**src/rtl/ps2_dir_keys_if.sv**
```systemverilog
// Decoded key bus from the PS/2 receiver to the player movement stage.
// The master drives the held levels and the per-code event signals; the slave consumes them.
interface ps2_dir_keys_if;
    logic       up;
    logic       down;
    logic       left;
    logic       right;
    logic       enter;
    logic       key_valid;
    logic [7:0] key_code;
    logic       key_ext;
    logic       key_break;
    logic       frame_err;

    modport master (
        output up, down, left, right, enter,
        output key_valid, key_code, key_ext, key_break, frame_err
    );

    modport slave (
        input up, down, left, right, enter,
        input key_valid, key_code, key_ext, key_break, frame_err
    );
endinterface

```
**src/rtl/ps2_dir_keys.sv**
```systemverilog
// PS/2 keyboard receiver and scan-code decoder producing held direction/enter levels.
// Optional build macro PS2_WASD_EN adds W/A/S/D as a second source for the directions.
module ps2_dir_keys #(
    parameter int unsigned FILTER_LEN     = 4,
    parameter int unsigned TIMEOUT_CYCLES = 50000
) (
    input  logic           clk,
    input  logic           rst_n,
    input  logic           ps2_clk,
    input  logic           ps2_data,
    ps2_dir_keys_if.master keys
);

    localparam int unsigned FCW = $clog2(FILTER_LEN + 1);
    localparam int unsigned TCW = $clog2(TIMEOUT_CYCLES + 1);

    typedef enum logic [1:0] {
        S_IDLE,
        S_DATA,
        S_PARITY,
        S_STOP
    } state_t;

    // Direction bit order: 0 up, 1 down, 2 left, 3 right.
    localparam int unsigned D_UP    = 0;
    localparam int unsigned D_DOWN  = 1;
    localparam int unsigned D_LEFT  = 2;
    localparam int unsigned D_RIGHT = 3;

    logic           clk_s1, clk_s2, dat_s1, dat_s2;
    logic           filt_lvl;
    logic [FCW-1:0] filt_cnt;
    logic           fall;

    state_t         state, state_n;
    logic [7:0]     shift, shift_n;
    logic [2:0]     bit_cnt, bit_cnt_n;
    logic           par_bit, par_n;
    logic [TCW-1:0] tmo_cnt;
    logic           timeout_c, good_c, err_c;

    logic           ext_f, ext_n, brk_f, brk_n;
    logic [3:0]     arr_q, arr_n;
    logic           enter_q, enter_n;
    logic           kv_c;
`ifdef PS2_WASD_EN
    logic [3:0]     wasd_q, wasd_n;
`endif

    // Two-flop synchronizers; pins idle high.
    always_ff @(posedge clk or negedge rst_n) begin
        if (!rst_n) begin
            clk_s1 <= 1'b1;
            clk_s2 <= 1'b1;
            dat_s1 <= 1'b1;
            dat_s2 <= 1'b1;
        end else begin
            clk_s1 <= ps2_clk;
            clk_s2 <= clk_s1;
            dat_s1 <= ps2_data;
            dat_s2 <= dat_s1;
        end
    end

    // Glitch filter on the keyboard clock; fall strobes on the accepted 1->0 change.
    always_ff @(posedge clk or negedge rst_n) begin
        if (!rst_n) begin
            filt_lvl <= 1'b1;
            filt_cnt <= '0;
            fall     <= 1'b0;
        end else begin
            fall <= 1'b0;
            if (clk_s2 != filt_lvl) begin
                if (filt_cnt == FCW'(FILTER_LEN - 1)) begin
                    filt_lvl <= clk_s2;
                    filt_cnt <= '0;
                    fall     <= filt_lvl;
                end else begin
                    filt_cnt <= filt_cnt + FCW'(1);
                end
            end else begin
                filt_cnt <= '0;
            end
        end
    end

    always_ff @(posedge clk or negedge rst_n) begin
        if (!rst_n) begin
            state   <= S_IDLE;
            shift   <= '0;
            bit_cnt <= '0;
            par_bit <= 1'b0;
        end else begin
            state   <= state_n;
            shift   <= shift_n;
            bit_cnt <= bit_cnt_n;
            par_bit <= par_n;
        end
    end

    // Inactivity timer for an in-progress frame; any accepted fall restarts it.
    always_ff @(posedge clk or negedge rst_n) begin
        if (!rst_n) begin
            tmo_cnt <= '0;
        end else if (state == S_IDLE || fall) begin
            tmo_cnt <= '0;
        end else begin
            tmo_cnt <= tmo_cnt + TCW'(1);
        end
    end

    assign timeout_c = (state != S_IDLE) && !fall && (tmo_cnt == TCW'(TIMEOUT_CYCLES - 1));

    // Frame FSM: start, 8 data bits LSB-first, odd parity, stop.
    always_comb begin
        state_n   = state;
        shift_n   = shift;
        bit_cnt_n = bit_cnt;
        par_n     = par_bit;
        good_c    = 1'b0;
        err_c     = 1'b0;
        if (timeout_c) begin
            state_n = S_IDLE;
            err_c   = 1'b1;
        end else if (fall) begin
            unique case (state)
                S_IDLE: begin
                    if (!dat_s2) begin
                        state_n   = S_DATA;
                        bit_cnt_n = '0;
                    end else begin
                        err_c = 1'b1;
                    end
                end
                S_DATA: begin
                    shift_n   = {dat_s2, shift[7:1]};
                    bit_cnt_n = bit_cnt + 3'd1;
                    if (bit_cnt == 3'd7) state_n = S_PARITY;
                end
                S_PARITY: begin
                    par_n   = dat_s2;
                    state_n = S_STOP;
                end
                S_STOP: begin
                    state_n = S_IDLE;
                    if (dat_s2 && (^{shift, par_bit})) good_c = 1'b1;
                    else                               err_c  = 1'b1;
                end
                default: state_n = S_IDLE;
            endcase
        end
    end

    // Scan-code decoder: prefix tracking and held-level updates.
    always_comb begin
        ext_n   = ext_f;
        brk_n   = brk_f;
        arr_n   = arr_q;
        enter_n = enter_q;
        kv_c    = 1'b0;
`ifdef PS2_WASD_EN
        wasd_n  = wasd_q;
`endif
        if (err_c) begin
            ext_n = 1'b0;
            brk_n = 1'b0;
        end else if (good_c) begin
            if (shift == 8'hE0) begin
                ext_n = 1'b1;
            end else if (shift == 8'hF0) begin
                brk_n = 1'b1;
            end else begin
                kv_c  = 1'b1;
                ext_n = 1'b0;
                brk_n = 1'b0;
                if (ext_f) begin
                    case (shift)
                        8'h75:   arr_n[D_UP]    = !brk_f;
                        8'h72:   arr_n[D_DOWN]  = !brk_f;
                        8'h6B:   arr_n[D_LEFT]  = !brk_f;
                        8'h74:   arr_n[D_RIGHT] = !brk_f;
                        default: ;
                    endcase
                end else begin
                    case (shift)
                        8'h5A:   enter_n        = !brk_f;
`ifdef PS2_WASD_EN
                        8'h1D:   wasd_n[D_UP]    = !brk_f;
                        8'h1B:   wasd_n[D_DOWN]  = !brk_f;
                        8'h1C:   wasd_n[D_LEFT]  = !brk_f;
                        8'h23:   wasd_n[D_RIGHT] = !brk_f;
`endif
                        default: ;
                    endcase
                end
            end
        end
    end

    always_ff @(posedge clk or negedge rst_n) begin
        if (!rst_n) begin
            ext_f          <= 1'b0;
            brk_f          <= 1'b0;
            arr_q          <= '0;
            enter_q        <= 1'b0;
`ifdef PS2_WASD_EN
            wasd_q         <= '0;
`endif
            keys.up        <= 1'b0;
            keys.down      <= 1'b0;
            keys.left      <= 1'b0;
            keys.right     <= 1'b0;
            keys.enter     <= 1'b0;
            keys.key_valid <= 1'b0;
            keys.key_code  <= 8'h00;
            keys.key_ext   <= 1'b0;
            keys.key_break <= 1'b0;
            keys.frame_err <= 1'b0;
        end else begin
            ext_f          <= ext_n;
            brk_f          <= brk_n;
            arr_q          <= arr_n;
            enter_q        <= enter_n;
            keys.enter     <= enter_n;
            keys.key_valid <= kv_c;
            keys.frame_err <= err_c;
`ifdef PS2_WASD_EN
            wasd_q         <= wasd_n;
            keys.up        <= arr_n[D_UP]    | wasd_n[D_UP];
            keys.down      <= arr_n[D_DOWN]  | wasd_n[D_DOWN];
            keys.left      <= arr_n[D_LEFT]  | wasd_n[D_LEFT];
            keys.right     <= arr_n[D_RIGHT] | wasd_n[D_RIGHT];
`else
            keys.up        <= arr_n[D_UP];
            keys.down      <= arr_n[D_DOWN];
            keys.left      <= arr_n[D_LEFT];
            keys.right     <= arr_n[D_RIGHT];
`endif
            if (kv_c) begin
                keys.key_code  <= shift;
                keys.key_ext   <= ext_f;
                keys.key_break <= brk_f;
            end
        end
    end

endmodule

```
**src/flat_wrapper.sv**
```systemverilog
// flat-port wrapper written by rule: the top's interface ports become plain ports
module ps2_dir_keys_flat 
#(
    parameter int unsigned FILTER_LEN     = 4,
    parameter int unsigned TIMEOUT_CYCLES = 50000
)
  (clk, rst_n, ps2_clk, ps2_data, keys_up, keys_down, keys_left, keys_right, keys_enter, keys_key_valid, keys_key_code, keys_key_ext, keys_key_break, keys_frame_err);
  ps2_dir_keys_if keys_i ();
  input  logic clk;
  input  logic rst_n;
  input  logic ps2_clk;
  input  logic ps2_data;
  output wire logic [$bits(keys_i.up)-1:0] keys_up;
  output wire logic [$bits(keys_i.down)-1:0] keys_down;
  output wire logic [$bits(keys_i.left)-1:0] keys_left;
  output wire logic [$bits(keys_i.right)-1:0] keys_right;
  output wire logic [$bits(keys_i.enter)-1:0] keys_enter;
  output wire logic [$bits(keys_i.key_valid)-1:0] keys_key_valid;
  output wire logic [$bits(keys_i.key_code)-1:0] keys_key_code;
  output wire logic [$bits(keys_i.key_ext)-1:0] keys_key_ext;
  output wire logic [$bits(keys_i.key_break)-1:0] keys_key_break;
  output wire logic [$bits(keys_i.frame_err)-1:0] keys_frame_err;
  assign keys_up = keys_i.up;
  assign keys_down = keys_i.down;
  assign keys_left = keys_i.left;
  assign keys_right = keys_i.right;
  assign keys_enter = keys_i.enter;
  assign keys_key_valid = keys_i.key_valid;
  assign keys_key_code = keys_i.key_code;
  assign keys_key_ext = keys_i.key_ext;
  assign keys_key_break = keys_i.key_break;
  assign keys_frame_err = keys_i.frame_err;
  ps2_dir_keys #(.FILTER_LEN(FILTER_LEN), .TIMEOUT_CYCLES(TIMEOUT_CYCLES)) u_core (.clk(clk), .rst_n(rst_n), .ps2_clk(ps2_clk), .ps2_data(ps2_data), .keys(keys_i));
endmodule
```
**config.mk**
```make
export PLATFORM = sky130hd
export DESIGN_NAME = ps2_dir_keys_flat
export DESIGN_NICKNAME = d
export VERILOG_FILES = /design/src/rtl/ps2_dir_keys_if.sv /design/src/rtl/ps2_dir_keys.sv /design/src/flat_wrapper.sv
export SDC_FILE = /design/constraint.sdc
export NUM_CORES = 1
export LEC_CHECK = 0
export ABC_AREA = 1
export ABC_CLOCK_PERIOD_IN_PS = 4000
export BUFFER_PORTS_ARGS = -buffer_cell sky130_fd_sc_hd__clkbuf_2
export CORE_UTILIZATION = 55
export CTS_CLUSTER_SIZE = 24
export DETAILED_ROUTE_END_ITERATION = 8
export PLACE_DENSITY = 0.74
export SLEW_MARGIN = 5
export SYNTH_ARGS = -nofsm -noshare
export SYNTH_HDL_FRONTEND = slang
export SYNTH_SLANG_ARGS = --single-unit
```
**constraint.sdc**
```tcl
create_clock -name clk -period 4 [get_ports clk]
set_clock_uncertainty 0.1 [all_clocks]
set_input_delay 0.4 -clock clk [delete_from_list [all_inputs] [get_ports clk]]
set_output_delay 0.4 -clock clk [all_outputs]
set_load 0.03 [all_outputs]
```
### After elaboration in Yosys (flattened, before gate mapping)

Index checks and enable logic that the tools add are counted.

* $add $sub $neg: 3
* $mul: 0
* divide/modulo/power cells: 0
* $lt $le $gt $ge: 0
* equal/unequal tests: 19
* shift-type cells: 0
* muxes and demuxes: 42
* bitwise operators: 5
* reductions and logical operators: 20

Operators by type and width (count)
* $eq 8x7->1 const B: 5
* $mux 1: 26
* $mux 4: 5
* $add 16x1->16 const B: 1
* $eq 16x16->1 const B: 1
* $eq 8x8->1 const B: 2
* $mux 16: 1
* $mux 3: 3
* $reduce_and 3->1: 3
* $reduce_xor 9->1: 1
* $mux 2: 4
* $pmux 2 s4: 1
* $reduce_bool 2->1: 4
* $add 3x1->3 const B: 2
* $ne 3x1->1 const B: 2
* $pmux 3 s2: 1
* $reduce_and 2->1: 3
* $reduce_and 6->1: 1
* $not 1->1: 5
* $eq 2x2->1 const B: 2
* $reduce_and 4->1: 1
* $eq 3x2->1 const B: 1
* $eq 3x3->1 const B: 1
* $logic_and 1x1->1: 3
* other kinds (9): 10

* flip-flop bits (word level): 62
* latch bits: 0
* bits in writable memories: 0
* ROM bits: 0
* output and inout port bits: 17
* word-level logic and storage cells: 114
* memories: 0

### Depth between registers and ports, before layout

* depth after elaboration: 8
* mapped depth: 17

### Least setup slack after synthesis

OpenSTA, ideal clock, no wires.

* kind: reg-to-reg
* from: register u_core.state[0]
* to: register u_core.state[0]
* data arrival time: 1.680 ns
* required time: 3.768 ns
* path slack: 2.088 ns
* cell stages (with the launch flop): 10
* clock period less this slack: 1.912 ns
* path through: dfrtp_1 > inv_1 > ha_1 > nor2_1 > nand3_1 > clkbuf_1 > nand2_1 > o211ai_1 > nand2_1 > o21ai_0

* cells in the longest elaborated chain, start to end: 5

Ends and longest elaborated chain
* start, declared: line ps2_dir_keys.sv:35 `state_t state, state_n;`
* start signal, assigned: line ps2_dir_keys.sv:94 `state <= state_n;`
* parallel branches: the longest is 5 deep, another holds $pmux 2 s4

Parallel ways; which one is timed is not known. The select of a mux whose other input is x is not followed.
A chain may end at the register's enable or synchronous reset.

### Worst setup path after layout

* from: register u_core.shift[0]
* to: register u_core.keys.key_code[5]

* cells in the longest elaborated chain, start to end: 8

Ends and longest elaborated chain
* start, declared: line ps2_dir_keys.sv:36 `logic [7:0] shift, shift_n;`
* start signal, assigned: line ps2_dir_keys.sv:95 `shift <= shift_n;`
* $reduce_xor 9->1: line ps2_dir_keys.sv:146 `if (dat_s2 && (^{shift, par_bit})) good_c = 1'b1;`
* $logic_and 1x1->1: line ps2_dir_keys.sv:146
* $mux 1: line ps2_dir_keys.sv:146
* $mux 1: line ps2_dir_keys.sv:126 `unique case (state)`
* $mux 1: line ps2_dir_keys.sv:125 `end else if (fall) begin`
* $mux 1: line ps2_dir_keys.sv:122 `if (timeout_c) begin`
* $mux 1: line ps2_dir_keys.sv:167 `end else if (good_c) begin`
* $mux 1 (*): line ps2_dir_keys.sv:164 `if (err_c) begin`
* end signal, assigned: line ps2_dir_keys.sv:240 `keys.key_code <= shift;`
* end, declared: line ps2_dir_keys_if.sv:17 `output key_valid, key_code, key_ext, key_break, frame_err`

Mark *: on every way between the ends. The rest lies on a longest branch, timed or not.

==> metrics.md <==
| Metric | Value |
|---|---|
| Status | finished clean |
| Sequential power share | 0.455 |
| Net Count, Synth | 372 |
| CP max FO | 13 |
| Critical Path Slowest Stage Cell | nor2_1 |
| Worst EP required | ~4.1 ns |
| Synth-to-Final Area Change | 12.6% |
| Int Pwr | 1040 µW |
| Mean Syn Cell Area | approximately 8.1 µm² |
| GR Util All Layers | 0.232 |
| Fmax | 382 MHz |
| Final period utilization | 0.654 |
| Final TNS setup | 0 ns |
| DR WL/cell | 12.3 µm |
| Total gr overflow | 0 |
| Starting Density | 0.571 |
| Clk sinks | slightly below 60 |
| Row cnt | 26 |
| Largest net degree at the start of global routing | 40 |
| YS warnings | 0 |
| #FFs+latches synth | 58 |
| Max_cap viols | 0 |
| Leak | roughly 0.0016 µW |
| Critical path capture point type | register |
| Diodes inserted | 0 |
| Root buffer selected by CTS | clkbuf_8 |
| Sw frac | 0.265 |
| Via Count | about 2400 |
| CP Cell Sequence | inv_1 > nand2_1 > nand2_1 > nand2_1 > nand3_1 > nand2_1 > nand2_1 > nand2_2 > nand3b_2 > nor2_1 > nand2_2 > nand2_1 > nand2_1 |
| Final WL | ~5600 µm |
| Fraction of synthesized cell area in xor and xnor cells | 0.00907 |
| Final setup vio count | 0 |
| Comb power frac | 0.118 |
| Core Footprint | around 5000 µm² |
| Chip Width | 74.6 µm |
| Worst-Skew Late Latency | between 0.3 and 0.4 ns |
| Reg clk slew, reported paths | approximately 0.07 ns |
| CP delay by family, top | simple AND/OR/NAND/NOR gates |
| Max VDD drop | about 460 µV |
| Drt via density | just over 5 |
| Kind of critical path | register to register |
| Number of DRC markers in iteration 0 | ~180 |
| Antenna violations before repair | 0 |
| Post-Synth Simple-Gate Area | 0.302 |
| Adder-cell share of the synthesized area | 0.0389 |
| Final nets | ~400 |
| Die area | approximately 5600 µm² |
| Multiplexer share of the synthesized area | 0 |
| Slew @ Worst Pin | roughly 0.84 ns |
| Mapped Cells | roughly 360 |
| Buffers plus inverters on the worst setup path | 1 |
| Most Frequent Cell on Critical Path | nand2_1 |
| Final cell count without fillers | 458 |
| DP HPWL | a little over 4000 µm |
| CTS tree | yes |
| Crit path largest cell delay | between 0.6 and 0.7 ns |
| PwrDens | 433 nW/µm² |
| IO Port Bufs | 20 |
| Antenna-violating nets left | 0 |
| Crit path launch type | register |
| DR DRC count | 0 |
| Net switching power | about 370 µW |
| First-pass GRT wire length | ~9600 µm |
| CTS Buffer Depth | 2 |
| Worst EP arrival | between 2 and 3 ns |
| Main combinational cell family by area after synthesis | simple AND/OR/NAND/NOR gates |
| Crit path time final | 2.62 ns |
| Final Wtd Congestion | slightly below 0.9 |
| CTS H-tree lvls | 3 |
| Mapped cell area | about 2900 µm² |
| RSZ-0062 raised after global routing | no |
| Compound-Gate Fraction of Synth Area | 0.0661 |
| Share of post-route cells with drive strength above 1 | 0.124 |
| CTS Buf Count | 9 |
| Worst slew margin | 0.438 |
| Number of global-route vias before repair | 2148 |
| DP Cell Count | about 440 |
| Post-synthesis sequential area ratio | 0.503 |
| Final hold vios | 0 |
| Number of distinct library cells after synthesis | 28 |
| Slew Limit Fails | 0 |
| Clock share of power | 0.427 |
| Tightest Hold Check Type | input pin to register |
| First-pass detailed-route iteration total | 4 |
| Die height | 74.6 µm |
| IO Count | 21 |
==> what timing repair did <==
| action | CTS | global route |
|---|---|---|
| buffers inserted | 0 | 0 |
| hold endpoints to repair | 19 | 0 |
| resized for setup | 0 | 0 |
| hold buffers | 1 | 0 |
| endpoints found under the setup margin | 0 | 0 |
==> metrics by stage <==
stage	util	hold slack [ns]	worst slack, ns	area (µm²)	total power [µW]
finish	0.643	0.0376	1.38	3260	1410
global route	0.643	0.0271	1.06	3260	1480
CTS	0.643	0.0235	1.40	3260	1430
floorplan	-	0.00441	2.09	2900	767
global placement	0.598	0.246	1.45	3030	810
detailed placement	0.598	0.250	1.41	3030	817
==> power groups by stage <==
| stage | Sequential, µW | Combinational (µW) | Clock [µW] |
|---|---|---|---|
| after CTS | 642 | 166 | 617 |
| after global placement | 650 | 160 | 0 |
| after detailed placement | 653 | 164 | 0 |
| after global routing | 646 | 194 | 640 |
| after floorplan | 647 | 120 | 0 |
| final | 642 | 166 | 603 |
==> area by class of cell <==
class,count,area (µm²)
clock buffers,11,141
clock inverters,5,77.6
fillers,443,1810
inverters,47,176
multi-input cells,245,1200
flip-flops and latches,58,1460
well taps,70,87.6
repair buffers,22,118
==> cells by family after synthesis <==
group           Yosys count
xor+xnor                  3
flops                    58
simple gates            200
fa+ha+maj                 9
buf+inv                  56
compound gates           33
==> final timing paths <==
path / start / endpoint / slack, ns / cells past startpoint
setup / recovery: u_core.shift[0] / u_core.keys.key_code[5] / 1.38 / 13
setup reg to reg: u_core.shift[0] / u_core.keys.key_code[5] / 1.38 / 13
hold reg to reg: u_core.dat_s1 / u_core.dat_s2 / 0.26 / 0
max in group asynchronous: rst_n / u_core.dat_s2 / 2.47 / 3
min in group asynchronous: rst_n / u_core.shift[1] / 0.46 / 2
hold / removal: ps2_data / u_core.dat_s1 / 0.04 / 1
==> layer usage <==
layer | vias up | wire [µm] | global-route usage
met5 | - | 0 | 0
met1 | 1081 | 2720 | 0.321
met3 | 10 | 241 | 0.0515
met4 | 0 | 128 | 0.140
met2 | 48 | 2520 | 0.334
li1 | 1216 | - | -
==> placed cells by master (no fill, tap or decap), types with 9 or more instances in the layout <==
cell type and instances:
nand3_1 27, inv_1 46, dfrtp_1 53, a21oi_1 9, o21ai_0 17, nand2_1 102
nor3_1 16, clkbuf_2 20, nand4_1 14, ha_1 9, nor2_1 32, clkbuf_8 10
==> cells in the mapped netlist (all sizes together) <==
cell | n | area share
nor2 | 32 | 0.041
o21ai | 17 | 0.029
a211oi | 1 | 0.0026
nor3 | 16 | 0.028
dfstp | 5 | 0.045
nand2 | 105 | 0.14
a21oi | 10 | 0.021
nand4 | 14 | 0.030
buf | 6 | 0.016
nand3 | 27 | 0.047
inv | 47 | 0.061
dfrtp | 53 | 0.46
nor3b | 1 | 0.0026
clkbuf | 3 | 0.0039
a31oi | 2 | 0.0043
xnor2 | 2 | 0.0060
o211ai | 1 | 0.0026
o2111ai | 2 | 0.0060
nand3b | 1 | 0.0039
nor4 | 4 | 0.011
xor2 | 1 | 0.0030
ha | 9 | 0.039
==> registers in the layout, summed over array words and instances (netlist names), 2 cells and up <==
register	flops
u_core.shift	8
u_core.tmo_cnt	16
u_core.arr_q	4
u_core.state	2
u_core.keys.key_code	8
u_core.bit_cnt	3
u_core.filt_cnt	3
Power figures use the tool's default switching activity.
